## src/rtl/sync_axi_arbiter.sv

```systemverilog
// Round-robin arbiter sharing one AXI master port among per-bank sync requesters.
// Issues AR/AW for the granted request, watches R/W/B for completion, pulses done/err.
module sync_axi_arbiter #(
    parameter int NREQ           = 16,
    parameter int AXI_ADDR_WIDTH = 16,
    parameter int AXI_DATA_WIDTH = 32,
    parameter int AXI_STRB_WIDTH = AXI_DATA_WIDTH / 8,
    parameter int AXI_ID_WIDTH   = 8,
    parameter int TIMEOUT        = 1024
) (
    input  logic                           clk,
    input  logic                           reset,
    input  logic [NREQ-1:0]                req,
    input  logic [NREQ-1:0]                req_wr,
    input  logic [NREQ*AXI_ADDR_WIDTH-1:0] req_addr,
    input  logic [NREQ*8-1:0]              req_len,
    output logic [NREQ-1:0]                gnt,
    output logic [NREQ-1:0]                done,
    output logic [NREQ-1:0]                err,
    output logic                           busy,
    output logic [AXI_ID_WIDTH-1:0]        m_axi_awid,
    output logic [AXI_ADDR_WIDTH-1:0]      m_axi_awaddr,
    output logic [7:0]                     m_axi_awlen,
    output logic [2:0]                     m_axi_awsize,
    output logic [1:0]                     m_axi_awburst,
    output logic                           m_axi_awlock,
    output logic [3:0]                     m_axi_awcache,
    output logic [2:0]                     m_axi_awprot,
    output logic                           m_axi_awvalid,
    input  logic                           m_axi_awready,
    input  logic                           m_axi_wvalid,
    input  logic                           m_axi_wready,
    input  logic                           m_axi_wlast,
    input  logic [AXI_ID_WIDTH-1:0]        m_axi_bid,
    input  logic [1:0]                     m_axi_bresp,
    input  logic                           m_axi_bvalid,
    output logic                           m_axi_bready,
    output logic [AXI_ID_WIDTH-1:0]        m_axi_arid,
    output logic [AXI_ADDR_WIDTH-1:0]      m_axi_araddr,
    output logic [7:0]                     m_axi_arlen,
    output logic [2:0]                     m_axi_arsize,
    output logic [1:0]                     m_axi_arburst,
    output logic                           m_axi_arlock,
    output logic [3:0]                     m_axi_arcache,
    output logic [2:0]                     m_axi_arprot,
    output logic                           m_axi_arvalid,
    input  logic                           m_axi_arready,
    input  logic [AXI_ID_WIDTH-1:0]        m_axi_rid,
    input  logic [1:0]                     m_axi_rresp,
    input  logic                           m_axi_rlast,
    input  logic                           m_axi_rvalid,
    input  logic                           m_axi_rready
);
    localparam int IDX_W = (NREQ > 1) ? $clog2(NREQ) : 1;
    localparam int TMR_W = $clog2(TIMEOUT) + 1;

    typedef enum logic [2:0] {
        S_IDLE, S_ADDR, S_WDATA, S_BRESP, S_RDATA, S_FINISH
    } state_t;

    state_t                    r_state, w_state_nxt;
    logic [IDX_W-1:0]          r_rr, r_idx, w_sel;
    logic [IDX_W:0]            w_cand;
    logic                      w_found;
    logic                      r_wr, r_fail;
    logic [AXI_ADDR_WIDTH-1:0] r_addr;
    logic [7:0]                r_len;
    logic [TMR_W-1:0]          r_timer, w_timer_inc;
    logic                      w_timeout, w_r_hs, w_r_bad, w_b_bad, w_w_done;
    logic [AXI_ID_WIDTH-1:0]   w_id;
    logic [NREQ-1:0]           w_onehot;
    logic [AXI_ADDR_WIDTH-1:0] w_slot_addr [NREQ];
    logic [7:0]                w_slot_len  [NREQ];

    for (genvar g = 0; g < NREQ; g++) begin : g_slot
        assign w_slot_addr[g] = req_addr[g*AXI_ADDR_WIDTH +: AXI_ADDR_WIDTH];
        assign w_slot_len[g]  = req_len[g*8 +: 8];
    end

    assign w_id        = AXI_ID_WIDTH'(r_idx);
    assign w_onehot    = NREQ'(1) << r_idx;
    assign w_timer_inc = r_timer + 1'b1;
    assign w_timeout   = (w_timer_inc == TMR_W'(TIMEOUT - 1));
    assign w_r_hs      = m_axi_rvalid & m_axi_rready;
    assign w_r_bad     = m_axi_rresp[1] | (m_axi_rid != w_id);
    assign w_b_bad     = m_axi_bresp[1] | (m_axi_bid != w_id);
    assign w_w_done    = m_axi_wvalid & m_axi_wready & m_axi_wlast;

    assign m_axi_awid    = w_id;
    assign m_axi_awaddr  = r_addr;
    assign m_axi_awlen   = r_len;
    assign m_axi_awsize  = 3'($clog2(AXI_STRB_WIDTH));
    assign m_axi_awburst = 2'b01;
    assign m_axi_awlock  = 1'b0;
    assign m_axi_awcache = 4'b0011;
    assign m_axi_awprot  = 3'b000;
    assign m_axi_arid    = w_id;
    assign m_axi_araddr  = r_addr;
    assign m_axi_arlen   = r_len;
    assign m_axi_arsize  = 3'($clog2(AXI_STRB_WIDTH));
    assign m_axi_arburst = 2'b01;
    assign m_axi_arlock  = 1'b0;
    assign m_axi_arcache = 4'b0011;
    assign m_axi_arprot  = 3'b000;

    // First asserted request at or after the round-robin pointer, wrapping modulo NREQ.
    always_comb begin
        w_found = 1'b0;
        w_sel   = r_rr;
        w_cand  = '0;
        for (int i = 0; i < NREQ; i++) begin
            w_cand = {1'b0, r_rr} + (IDX_W+1)'(i);
            if (w_cand >= (IDX_W+1)'(NREQ)) w_cand = w_cand - (IDX_W+1)'(NREQ);
            if (!w_found && req[w_cand[IDX_W-1:0]]) begin
                w_found = 1'b1;
                w_sel   = w_cand[IDX_W-1:0];
            end
        end
    end

    always_ff @(posedge clk or posedge reset) begin
        if (reset) r_state <= S_IDLE;
        else       r_state <= w_state_nxt;
    end

    always_comb begin
        w_state_nxt   = r_state;
        m_axi_awvalid = 1'b0;
        m_axi_arvalid = 1'b0;
        m_axi_bready  = 1'b0;
        busy          = (r_state != S_IDLE);
        gnt           = busy ? w_onehot : '0;
        done          = '0;
        err           = '0;
        case (r_state)
            S_IDLE:   if (w_found) w_state_nxt = S_ADDR;
            S_ADDR: begin
                m_axi_awvalid = r_wr;
                m_axi_arvalid = !r_wr;
                if (r_wr && m_axi_awready)       w_state_nxt = S_WDATA;
                else if (!r_wr && m_axi_arready) w_state_nxt = S_RDATA;
            end
            S_WDATA: begin
                if (w_timeout)     w_state_nxt = S_FINISH;
                else if (w_w_done) w_state_nxt = S_BRESP;
            end
            S_BRESP: begin
                m_axi_bready = 1'b1;
                if (w_timeout || m_axi_bvalid) w_state_nxt = S_FINISH;
            end
            S_RDATA:  if (w_timeout || (w_r_hs && m_axi_rlast)) w_state_nxt = S_FINISH;
            S_FINISH: begin
                done        = r_fail ? '0 : w_onehot;
                err         = r_fail ? w_onehot : '0;
                w_state_nxt = S_IDLE;
            end
            default:  w_state_nxt = S_IDLE;
        endcase
    end

    always_ff @(posedge clk or posedge reset) begin
        if (reset) begin
            r_rr    <= '0;
            r_idx   <= '0;
            r_wr    <= 1'b0;
            r_addr  <= '0;
            r_len   <= '0;
            r_timer <= '0;
            r_fail  <= 1'b0;
        end else begin
            case (r_state)
                S_IDLE: if (w_found) begin
                    r_idx  <= w_sel;
                    r_wr   <= req_wr[w_sel];
                    r_addr <= w_slot_addr[w_sel];
                    r_len  <= w_slot_len[w_sel];
                    r_fail <= 1'b0;
                end
                S_ADDR:  r_timer <= '0;
                S_WDATA: begin
                    r_timer <= w_timer_inc;
                    if (w_timeout) r_fail <= 1'b1;
                end
                S_BRESP: begin
                    r_timer <= w_timer_inc;
                    if (w_timeout || (m_axi_bvalid && w_b_bad)) r_fail <= 1'b1;
                end
                S_RDATA: begin
                    r_timer <= w_timer_inc;
                    // Sticky: a bad middle beat still fails the burst once rlast arrives.
                    if (w_timeout || (w_r_hs && w_r_bad)) r_fail <= 1'b1;
                end
                S_FINISH: r_rr <= (r_idx == IDX_W'(NREQ - 1)) ? '0 : r_idx + 1'b1;
                default: ;
            endcase
        end
    end
endmodule

```

## config.mk

```make
export PLATFORM = sky130hd
export DESIGN_NAME = sync_axi_arbiter
export DESIGN_NICKNAME = d
export VERILOG_FILES = /design/src/rtl/sync_axi_arbiter.sv
export SDC_FILE = /design/constraint.sdc
export NUM_CORES = 1
export LEC_CHECK = 0
export ABC_CLOCK_PERIOD_IN_PS = 6130
export CAP_MARGIN = 20
export CORE_AREA = 3 3 229 231
export CTS_BUF_LIST = sky130_fd_sc_hd__clkbuf_2
export DETAILED_ROUTE_END_ITERATION = 8
export DIE_AREA = 0 0 232 234
export GPL_TIMING_DRIVEN = 0
export PLACE_DENSITY = 0.51
export SYNTH_ARGS = -nofsm -noshare
export SYNTH_HDL_FRONTEND = slang
export SYNTH_SLANG_ARGS = --single-unit
```

## constraint.sdc

```tcl
create_clock -name clk -period 6.13 [get_ports clk]
set_clock_uncertainty 0.2 [all_clocks]
set_input_delay 0.9195 -clock clk [delete_from_list [all_inputs] [get_ports clk]]
set_output_delay 0.9195 -clock clk [all_outputs]
set_load 0.05 [all_outputs]
```

# Yosys cells after proc, flatten, opt, wreduce, memory -nomap -nowiden
# Cells that the tools add are included.
# classes
addsub	33
n_lt_le_gt_ge	34
eq_ne	17
shifts	1
muxes	111
bitwise_logic	6
reduce_logical	48
# ops
operator	count
4-bit 2-to-1 mux	33
16-bit 2-to-1 mux	7
4-bit by 5-bit < comparator with 1-bit output, second input constant	17
5-bit greater-or-equal comparator, second input constant	16
1-bit binary-select mux with 4-bit select	17
16-bit binary-select mux with 4-bit select	1
4-bit by 1-bit subtractor with 4-bit output, second input constant	16
4-bit by 4-bit adder with 5-bit output, second input constant	8
1-bit 2-to-1 mux	40
8-bit binary-select mux with 4-bit select	1
11-bit case mux with 2 select lines	1
3-bit 2-to-1 mux	7
4-bit by 3-bit adder with 5-bit output, second input constant	4
1-bit logical AND	20
1-bit logical NOT	16
8-bit 2-to-1 mux	2
8-bit by 4-bit inequality test with 1-bit output	2
1-bit by 4-bit << shifter with 16-bit output, first input constant	1
3-bit case mux with 5 select lines	1
2-bit inequality test, second input constant	6
11-bit by 1-bit adder with 11-bit output, second input constant	1
11-bit by 10-bit equality test with 1-bit output, second input constant	1
4-bit by 2-bit adder with 5-bit output, second input constant	2
5-bit AND reduction	2
other kinds (19)	28
# totals
reg_bits	48
input_bits	447
output_inout_bits	142
word_cells	258

# Logic depth before layout (Yosys ltp)
# logic_depth
ltp_word	54
mapped_depth	22
depth_no_buf	13

# Least setup slack after synthesis
# No wires, ideal clock.
# synth_timing
path_type	reg-to-reg
start	reg r_rr[1]
end	reg r_len[6], in the netlist m_axi_arlen[6]
arrival_time_ps	4771
required_time_ps	5792
path_slack_ps	1021
stages_incl_launch_ff	19
path_cell_list	dfrtp_1 > buf_6 > clkbuf_1 > inv_1 > ha_1 > clkbuf_1 > mux4_2 > mux2i_1 > mux2_2 > and2_1 > nand4_2 > o32a_1 > nand3_1 > and2_1 > buf_6 > buf_2 > mux2_2 > a22o_1 > or4_1
# synth_via
elab_chain_len	54
elab_cells_between_ends	162
# synth_rtl
element	line	source
start: declaration	62	logic [IDX_W-1:0] r_rr, r_idx, w_sel;
start signal: assignment	193	S_FINISH: r_rr <= (r_idx == IDX_W'(NREQ - 1)) ? '0 : r_idx + 1'b1;
parallel branches: the longest is 54 deep, another holds 4-bit by 1-bit adder with 5-bit output	-	
end signal: assignment	176	r_len <= w_slot_len[w_sel];
end: declaration	67	logic [7:0] r_len;
# Parallel ways; which one is timed is not known. The select of a mux whose other input is x is not followed.
# A chain may end at the register's enable or synchronous reset.

# Worst setup path after layout
# layout_timing
start	reg r_rr[0]
end	reg r_len[1], in the netlist m_axi_arlen[1]
# The elaborated chain is that of the path after synthesis.

==> impl_metrics.tcl <==
set metrics [dict create \
    ys.flop_type "dfrtp_1" \
    grt_pass1_wl_um 88700 \
    start_util 0.186 \
    period_minus_slack_ns 5.94 \
    end_kind "register" \
    path_class "register to register" \
    hold_violations 0 \
    rrSetupSlack_ns 0.19 \
    required_ns 6.48 \
    crit_buf_inv 6 \
    die_y_um 234 \
    cpMaxStageDelayCell "xor2_2" \
    grt_usage 0.226 \
    slew_headroom 0.428 \
    cts_max_level 2 \
    syn-cell-area_mm2 0.00934 \
    report.final.slew_viol_count 0 \
    overflow 0 \
    wl_per_cell_um 26.5 \
    place_ws_ns -1.49 \
    finalCritPeriodShare 0.970 \
    worst_slack_ns 0.186 \
    grt_start_max_net_pins 28 \
    clkTransAtPathRegs_ns 0.32 \
    path_common_cell "buf_6" \
    cp.arrival_ns 6.29 \
    antenna_left 0 \
    cts.sinks 48 \
    status "finished clean" \
    hpwlAfterDp_um 54700 \
    chipWidth_um 232 \
    grt_pass1_vias 12000 \
    maxCapViolCount 0 \
    hold_class "register to register" \
    cts_tree "yes" \
    drive_above_1_share 0.155 \
    synth-edff-count 0 \
    via_count 12200 \
    async_flop_share 1.00 \
    setup_viol 0 \
    ys_types 76 \
    fp-row-count 82 \
    syn_to_final_growth_pct 73.7 \
    yosysWarnings 0 \
    cts-root-buf "clkbuf_2" \
    crit_path_max_fanout 10 \
    cts_made_buffers 5 \
    core_mm2 0.0503 \
    place_congestion 0.911 \
    synth.yosys.seq_area_share 0.129 \
    drt_iter0_drc 780 \
    fillerInstances 5406 \
    nets 2236 \
    mostFrequentLayoutCells "552 x clkdlybuf4s50_1, 136 x nand2_1, 110 x a211oi_1" \
    dieArea_mm2 0.0543 \
    layout_commonest_cell "clkdlybuf4s50_1" \
    viasPerCell 4.98 \
    antenna_found_initial 8 \
    finalWirelength_um 64800 \
    tightest_slew_ns 0.858 \
    slowest_delay_ns 0.55 \
    ys_seq_elements 48 \
    synthCells 1177 \
    critPathLaunchType "register" \
    remaining_drc_errors 0 \
    crit_family "simple AND/OR/NAND/NOR gates" \
    clk_path_buf_depth 2 \
    synth.avg_cell_area_um2 7.93 \
    io_buffer_count 552 \
    hold_buffers 0 \
    fmax_mhz 168 \
    firstDrtPassIters 5 \
    io_pins 589 \
    insertion_delay_ns 0.64 \
    cp_cell_sequence "buf_6, buf_6, buf_4, inv_2, ha_2, xor2_2, mux2i_2, mux2i_2, nor3_4, nand4_2, o32a_1, nand3_1, and2_1, buf_6, buf_6, mux2_1, a22o_1, or4_1" \
]
==> area by class of cell <==
| class | instances | area [um^2] | share of cell area |
|---|---|---|---|
| Buffer | 165 | 1020 | 0.0628 |
| Multi-Input combinational cell | 977 | 7410 | 0.457 |
| Timing Repair Buffer | 560 | 5600 | 0.345 |
| Sequential cell | 48 | 1200 | 0.0741 |
| Inverter | 17 | 63.8 | 0.00394 |
| Tap cell | 672 | 841 | 0.0519 |
| Clock inverter | 3 | 47.5 | 0.00293 |
| Antenna cell | 3 | 7.51 | 0.000463 |
| Clock buffer | 5 | 25.0 | 0.00154 |
==> sequential cells by signal, indices dropped and copies added (netlist names) <==
register	flops
m_axi_araddr	16
m_axi_arlen	8
r_fail	1
r_idx	4
r_rr	4
r_state	3
r_timer	11
r_wr	1
==> layer usage <==
layer / track usage / part of all wire / vias to the layer above
met5: 0 / 0.00052 / -
met4: 0.0391 / 0.014 / 6
met3: 0.0436 / 0.067 / 44
met2: 0.414 / 0.52 / 551
met1: 0.277 / 0.40 / 5995
li1: - / - / 5608
==> cell usage after synthesis, drive strengths merged (7+ instances only) <==
master / instances / share of area
o22ai: 7 / 0.0047
xnor2: 12 / 0.011
inv: 16 / 0.0064
a211oi: 131 / 0.11
nand3: 20 / 0.011
mux2: 71 / 0.086
mux4: 30 / 0.072
a22oi: 7 / 0.0056
nor3: 11 / 0.0088
a311oi: 25 / 0.023
and3: 105 / 0.070
nor2: 83 / 0.034
buf: 99 / 0.078
dfrtp: 48 / 0.13
ha: 15 / 0.020
o21ai: 39 / 0.021
xor2: 14 / 0.015
nand2: 138 / 0.055
mux2i: 57 / 0.063
clkbuf: 68 / 0.027
o31ai: 29 / 0.023
a22o: 27 / 0.025
or4: 27 / 0.022
a21oi: 18 / 0.0097
==> kinds of logic (layout without fill, tap and decap cells) <==
group                    after synthesis  after routing  share of synthesized area
flip-flops                            48             48                      0.129
AO/OA/AOI/OAI                        323            323                      0.261
buffers and inverters                184            750                      0.112
multiplexers                         158            158                      0.221
adder cells (fa/ha/maj)               15             15                     0.0201
other                                  2             37                   0.000804
XOR/XNOR                              26             26                     0.0260
AND/OR/NAND/NOR                      421            421                      0.230
==> through the flow <==
stage | hold slack, ns | utilization | cells | instance area (um^2) | setup TNS, ns
final | 0.343 | 0.322 | 2450 | 16200 | 0
after global routing | 0.358 | 0.322 | 2448 | 16200 | -0.0350
after CTS | 0.338 | 0.320 | 2445 | 16100 | 0
after detailed placement | 0.305 | 0.316 | 2436 | 15900 | -31.39
after global placement | 0.307 | 0.315 | 2433 | 15800 | -43.58
after floorplan | 0.271 | - | 1209 | 9460 | 0
==> what timing repair did <==
item	4_1_cts	5_1_grt
pin swaps	2	1
gates cloned	0	0
setup buffers	3	2
resized for setup	35	40
setup endpoints to repair	27	25
==> final timing paths <==
check,from,to,depth (start not counted)
max in group asynchronous,reset,m_axi_arlen[6],3
worst min register to register,r_timer[5],r_timer[5],1
min in group asynchronous,reset,m_axi_araddr[5],2
worst min-delay path,r_timer[5],r_timer[5],1
worst max register to register,r_rr[0],m_axi_arlen[1],18
worst max-delay path,r_rr[0],m_axi_arlen[1],18
Power is not shown: default switching activity piles up to over one toggle a cycle in this logic, so the estimate is an artifact.
==> variant 1, RTL diff (same settings) <==
`AXI_ID_WIDTH`: 8 -> 10.
--- a/src/rtl/sync_axi_arbiter.sv
+++ b/src/rtl/sync_axi_arbiter.sv
@@ -6,5 +6,5 @@
     parameter int AXI_DATA_WIDTH = 32,
     parameter int AXI_STRB_WIDTH = AXI_DATA_WIDTH / 8,
-    parameter int AXI_ID_WIDTH   = 8,
+    parameter int AXI_ID_WIDTH   = 10,
     parameter int TIMEOUT        = 1024
 ) (
Ports: changed (resized m_axi_arid, m_axi_awid, m_axi_bid and m_axi_rid); port bits go from 589 to 597. No check against the original RTL was run, so the function may have changed too.
==> variant 1 against the unedited design <==
Sequential cell count unchanged; global-route usage down 4.0 points; worst setup slack better by 0.042 ns; count of clock-buffer cells in the layout up 1; routed wire length down 17%; area after synthesis down 0.35%; core utilization up 0.13 points; design area up 0.40%; non-clock buffer count down 21; critical endpoint is now m_axi_araddr[13].
Power is not shown: default switching activity piles up to over one toggle a cycle in this logic, so the estimate is an artifact.
==> variant 1: results (changes against the unedited design) <==
metric	value	unit	change
dr_wl_met2	28.87	mm	-14%
cts_buffers	5		unchanged
crit_slowest_cell	or4_1		
critPathMaxStageDelay	0.58	ns	+0.03 ns
use_met1	21.71	%	-6.0 points
post-synth-top-area-cell	mux2i_1		
grt_usage	18.62	%	-4.0 points
hpwl	46.08	mm	-16%
hold_ws	0.3191	ns	-0.02428 ns
seq_area_frac_synth	12.91	%	+0.045 points
drt-pass1-iter-count	5		unchanged
clkLatencyLatePin	0.49	ns	-0.15 ns
cp.arrival	6.11	ns	-0.18 ns
crit_family	multiplexers		
wl_per_cell	22.59	um	-15%
antenna_found_initial	2		-6
final_max_slew_viol_count	0		unchanged
synth_cell_types	71		-6.6%
worst_pin_slew	0.9040	ns	+0.04554 ns
cts_max_level	2		unchanged
ys_top_cells_by_count	mux2i_1 (370), nor2_1 (116), buf_4 (67)		
synth_warnings	0		unchanged
grt_pass1_wl	74.93	mm	-15%
reg2reg_slack	0.23	ns	+0.04 ns
wl_met1	20.94	mm	-20%
fillers	5317		-1.6%
grtUsageMet2	35.82	%	-5.6 points
drive_gt1_share	12.13	%	-3.4 points
nets	2165		-3.2%
status	complete, no violations		
path_max_fanout	10		unchanged
clock_path_buffers	2		unchanged
highest_layer	met4		
synth_area_leaders	mux2i_1 (40%), dfrtp_1 (13%), mux4_2 (5.6%)		
gp_congestion	0.9378		+3.0%
met3_length	2.704	mm	-38%
drt_iter0_markers	597		-23%
grt.met3_usage	2.758	%	-1.6 points
root_buffer	clkbuf_2		
hold_class	register to register		
viasPerCell	4.563		-8.4%
grt_pass1_vias	11138		-7.5%
placement.io_buffers	556		+0.72%
clkTransAtPathRegs	0.30	ns	-0.02 ns
largest_reg_flops	16		unchanged
grt_max_degree	26		-7.1%
==> variant 1: path summary, 6_finish.rpt <==
check,cells after the start,from,endpoint
max,19,r_rr[1],m_axi_araddr[13]
min,1,r_timer[10],r_timer[10]
max reg2reg,19,r_rr[1],m_axi_araddr[13]
min reg2reg,1,r_timer[10],r_timer[10]
max in group asynchronous,3,reset,m_axi_arlen[1]
min in group asynchronous,2,reset,r_idx[3]
==> variant 1: worst reg2reg max path, delay by kind of cell, from the launching register on <==
family	cells	cell delay, ns
compound gates	3	0.61
xor+xnor	1	0.17
fa+ha+maj	1	0.42
buf+inv	6	1.15
flops	1	0.48
mux	5	1.56
simple gates	3	1.23
==> variant 1: repair_timing <==
action,4_1_cts,5_1_grt
buffers inserted,1,7
endpoints found under the setup margin,31,25
pin swaps,1,2
resized for setup,68,34
cloned,0,1
endpoints found under the hold margin,0,0
==> variant 1: cells by family after synthesis <==
logic type,count (synthesis),share of synthesized area [%]
xor gates and xnor gates,25,2.515
DFF,48,12.91
adders and majority gates,16,2.152
muxes,408,47.25
other,2,0.08073
buffers and inverters,162,9.980
AOI/OAI and AO/OA,169,12.56
and+or+nand+nor,259,12.55
==> variant 1: through the flow <==
stage	worst slack [ns]	std cells	instance area (um^2)	setup TNS (ns)	utilization [%]
after floorplan	0.5306	1125	9438	0	-
after global placement	-1.642	2353	15840	-38.65	31.52
after detailed placement	-1.652	2356	15880	-36.70	31.60
after CTS	0.01486	2363	16090	0	32.00
after global routing	-0.01381	2372	16280	-0.01756	32.38
final	0.2276	2372	16280	0	32.38
==> variant 1: final cells by class <==
class	instances	area share, %
well taps	672	5.166
inverters	24	0.5688
repair buffers	568	34.93
flip-flops and latches	48	7.387
clock buffers	6	0.1845
diodes	2	0.03075
clock inverters	1	0.03075
plain buffers	136	5.950
multi-input cells	915	45.75
==> variant 2, RTL diff (config.mk and constraints unchanged) <==
Without the edit above. Reset style: synchronous (`reset`), changed in 2 clocked blocks.
--- a/src/rtl/sync_axi_arbiter.sv
+++ b/src/rtl/sync_axi_arbiter.sv
@@ -119,5 +119,5 @@
     end
 
-    always_ff @(posedge clk or posedge reset) begin
+    always_ff @(posedge clk) begin
         if (reset) r_state <= S_IDLE;
         else       r_state <= w_state_nxt;
@@ -159,5 +159,5 @@
     end
 
-    always_ff @(posedge clk or posedge reset) begin
+    always_ff @(posedge clk) begin
         if (reset) begin
             r_rr    <= '0;
Behaviour: differs if reset is asserted again (counterexample within 4 cycles, from zero or initial values and one cycle with reset high); with reset held inactive, the same outputs for 4 cycles.
==> variant 2 against the unedited design <==
Sequential share of layout area fell by 1.5 points; design area increased by 0.12%; synthesized cell count shrank 8.7%; worst hold slack better by 0.027 ns; die area stayed put; sequential cell count did not move; critical path type unchanged; worst setup slack better by 0.024 ns; via count shrank 6.3%; global-route usage fell by 2.9 points; area after synthesis grew 1.3%; routed wire length fell by 13%.
==> variant 2: results (changes against the unedited design) <==
metric	value	unit	change
nonClkBufAreaFrac	40.87	%	+0.050 points
grt_pass1_vias	11521		-4.4%
gp_congestion	0.8898		-2.3%
seq_area_frac_synth	10.16	%	-2.7 points
hold_depth	2		+1
synth_area_leaders	mux4_2 (23%), dfxtp_1 (10%), mux2i_1 (5.5%)		
status	complete, no violations		
critPathMaxStageDelay	0.59	ns	+0.04 ns
clkTransAtPathRegs	0.38	ns	+0.06 ns
reg2reg_slack	0.21	ns	+0.02 ns
drt_iter0_markers	658		-16%
synthArstFlopShare	0	%	-100 points
cp.arrival	6.30	ns	about the same
grt_pass1_wl	78.10	mm	-12%
synth_compound_gate_area_share	20.06	%	-6.1 points
r2r_end	m_axi_araddr[7]		
hold-path-endpoint	r_timer[0]		
hold_start	r_timer[0]		
synthMuxAreaShare	34.90	%	+13 points
grt_usage	19.68	%	-2.9 points
startpoint	r_rr[1]		
nNonClkInverters	20		+3
grt.met3_usage	4.227	%	-0.13 points
drt-pass1-iter-count	7		+2
crit_family	buffers and inverters		
n_all_buffers	710		-2.1%
synth_xor_area_share	2.474	%	-0.13 points
antenna_found_initial	4		-4
seq_share	5.951	%	-1.5 points
nets	2133		-4.6%
fin_crit_sh	96.57	%	-0.40 points
num_vias	11432		-6.3%
multi_input_gates	886		-9.3%
grt_max_degree	20		-29%
ff2ff_path_depth	19		+1
path_max_fanout	19		+9
ys_top_cells_by_count	nor2_1 (115), mux4_2 (98), nand2_1 (78)		
variant 2: cell types whose count changed after synthesis, sizes merged, moves of 24 or more:
cell,delta
nor2,+32
o31ai,-26
a22oi,+45
a21oi,+33
nand3,+59
nand2,-59
mux2,-25
clkbuf,-33
mux4,+69
a22o,-24
dfrtp,-48
a211oi,-123
and3,-96
dfxtp,+48
variant 2: per-stage QoR:
| step | power (mW) | worst slack, ns | hold slack, ns | TNS [ns] | std cells |
|---|---|---|---|---|---|
| 2_1_floorplan | 2.885 | 0.6598 | 0.2956 | 0 | 1107 |
| 3_3_place_gp | 4.209 | -1.539 | 0.3219 | -37.68 | 2331 |
| 3_5_place_dp | 4.217 | -1.475 | 0.3376 | -35.59 | 2331 |
| 4_1_cts | 4.554 | 0.01251 | 0.3709 | 0 | 2343 |
| 5_1_grt | 4.783 | 0.002514 | 0.3950 | 0 | 2347 |
| 6_report | 4.521 | 0.2105 | 0.3702 | 0 | 2351 |
variant 2: per-layer routing:
layer / share of wire (%) / routed length, um
met1: 40 / 22600
met2: 52 / 29610
met3: 6.4 / 3655
met4: 1.5 / 835
met5: 0.030 / 17
variant 2: cell families (layout without fill, tap and decap cells):
group	count (synthesis)	after routing
AOI/OAI and AO/OA	252	252
xor gates and xnor gates	25	25
adders and majority gates	15	15
buffers and inverters	173	738
DFF	48	48
muxes	198	198
other	2	41
and+or+nand+nor	362	362
variant 2: power by group:
| group | internal (mW) | switching, mW | total [mW] |
|---|---|---|---|
| sequential | 0.388 | 0.106 | 0.494 |
| combinational | 1.63 | 2.12 | 3.75 |
| clock | 0.111 | 0.163 | 0.274 |
| total | 2.13 | 2.39 | 4.52 |
variant 2: timing repair:
action,CTS,global route
pin swaps,3,3
endpoints found under the setup margin,32,26
buffers inserted,5,1
resized for setup,16,17
endpoints found under the hold margin,0,0
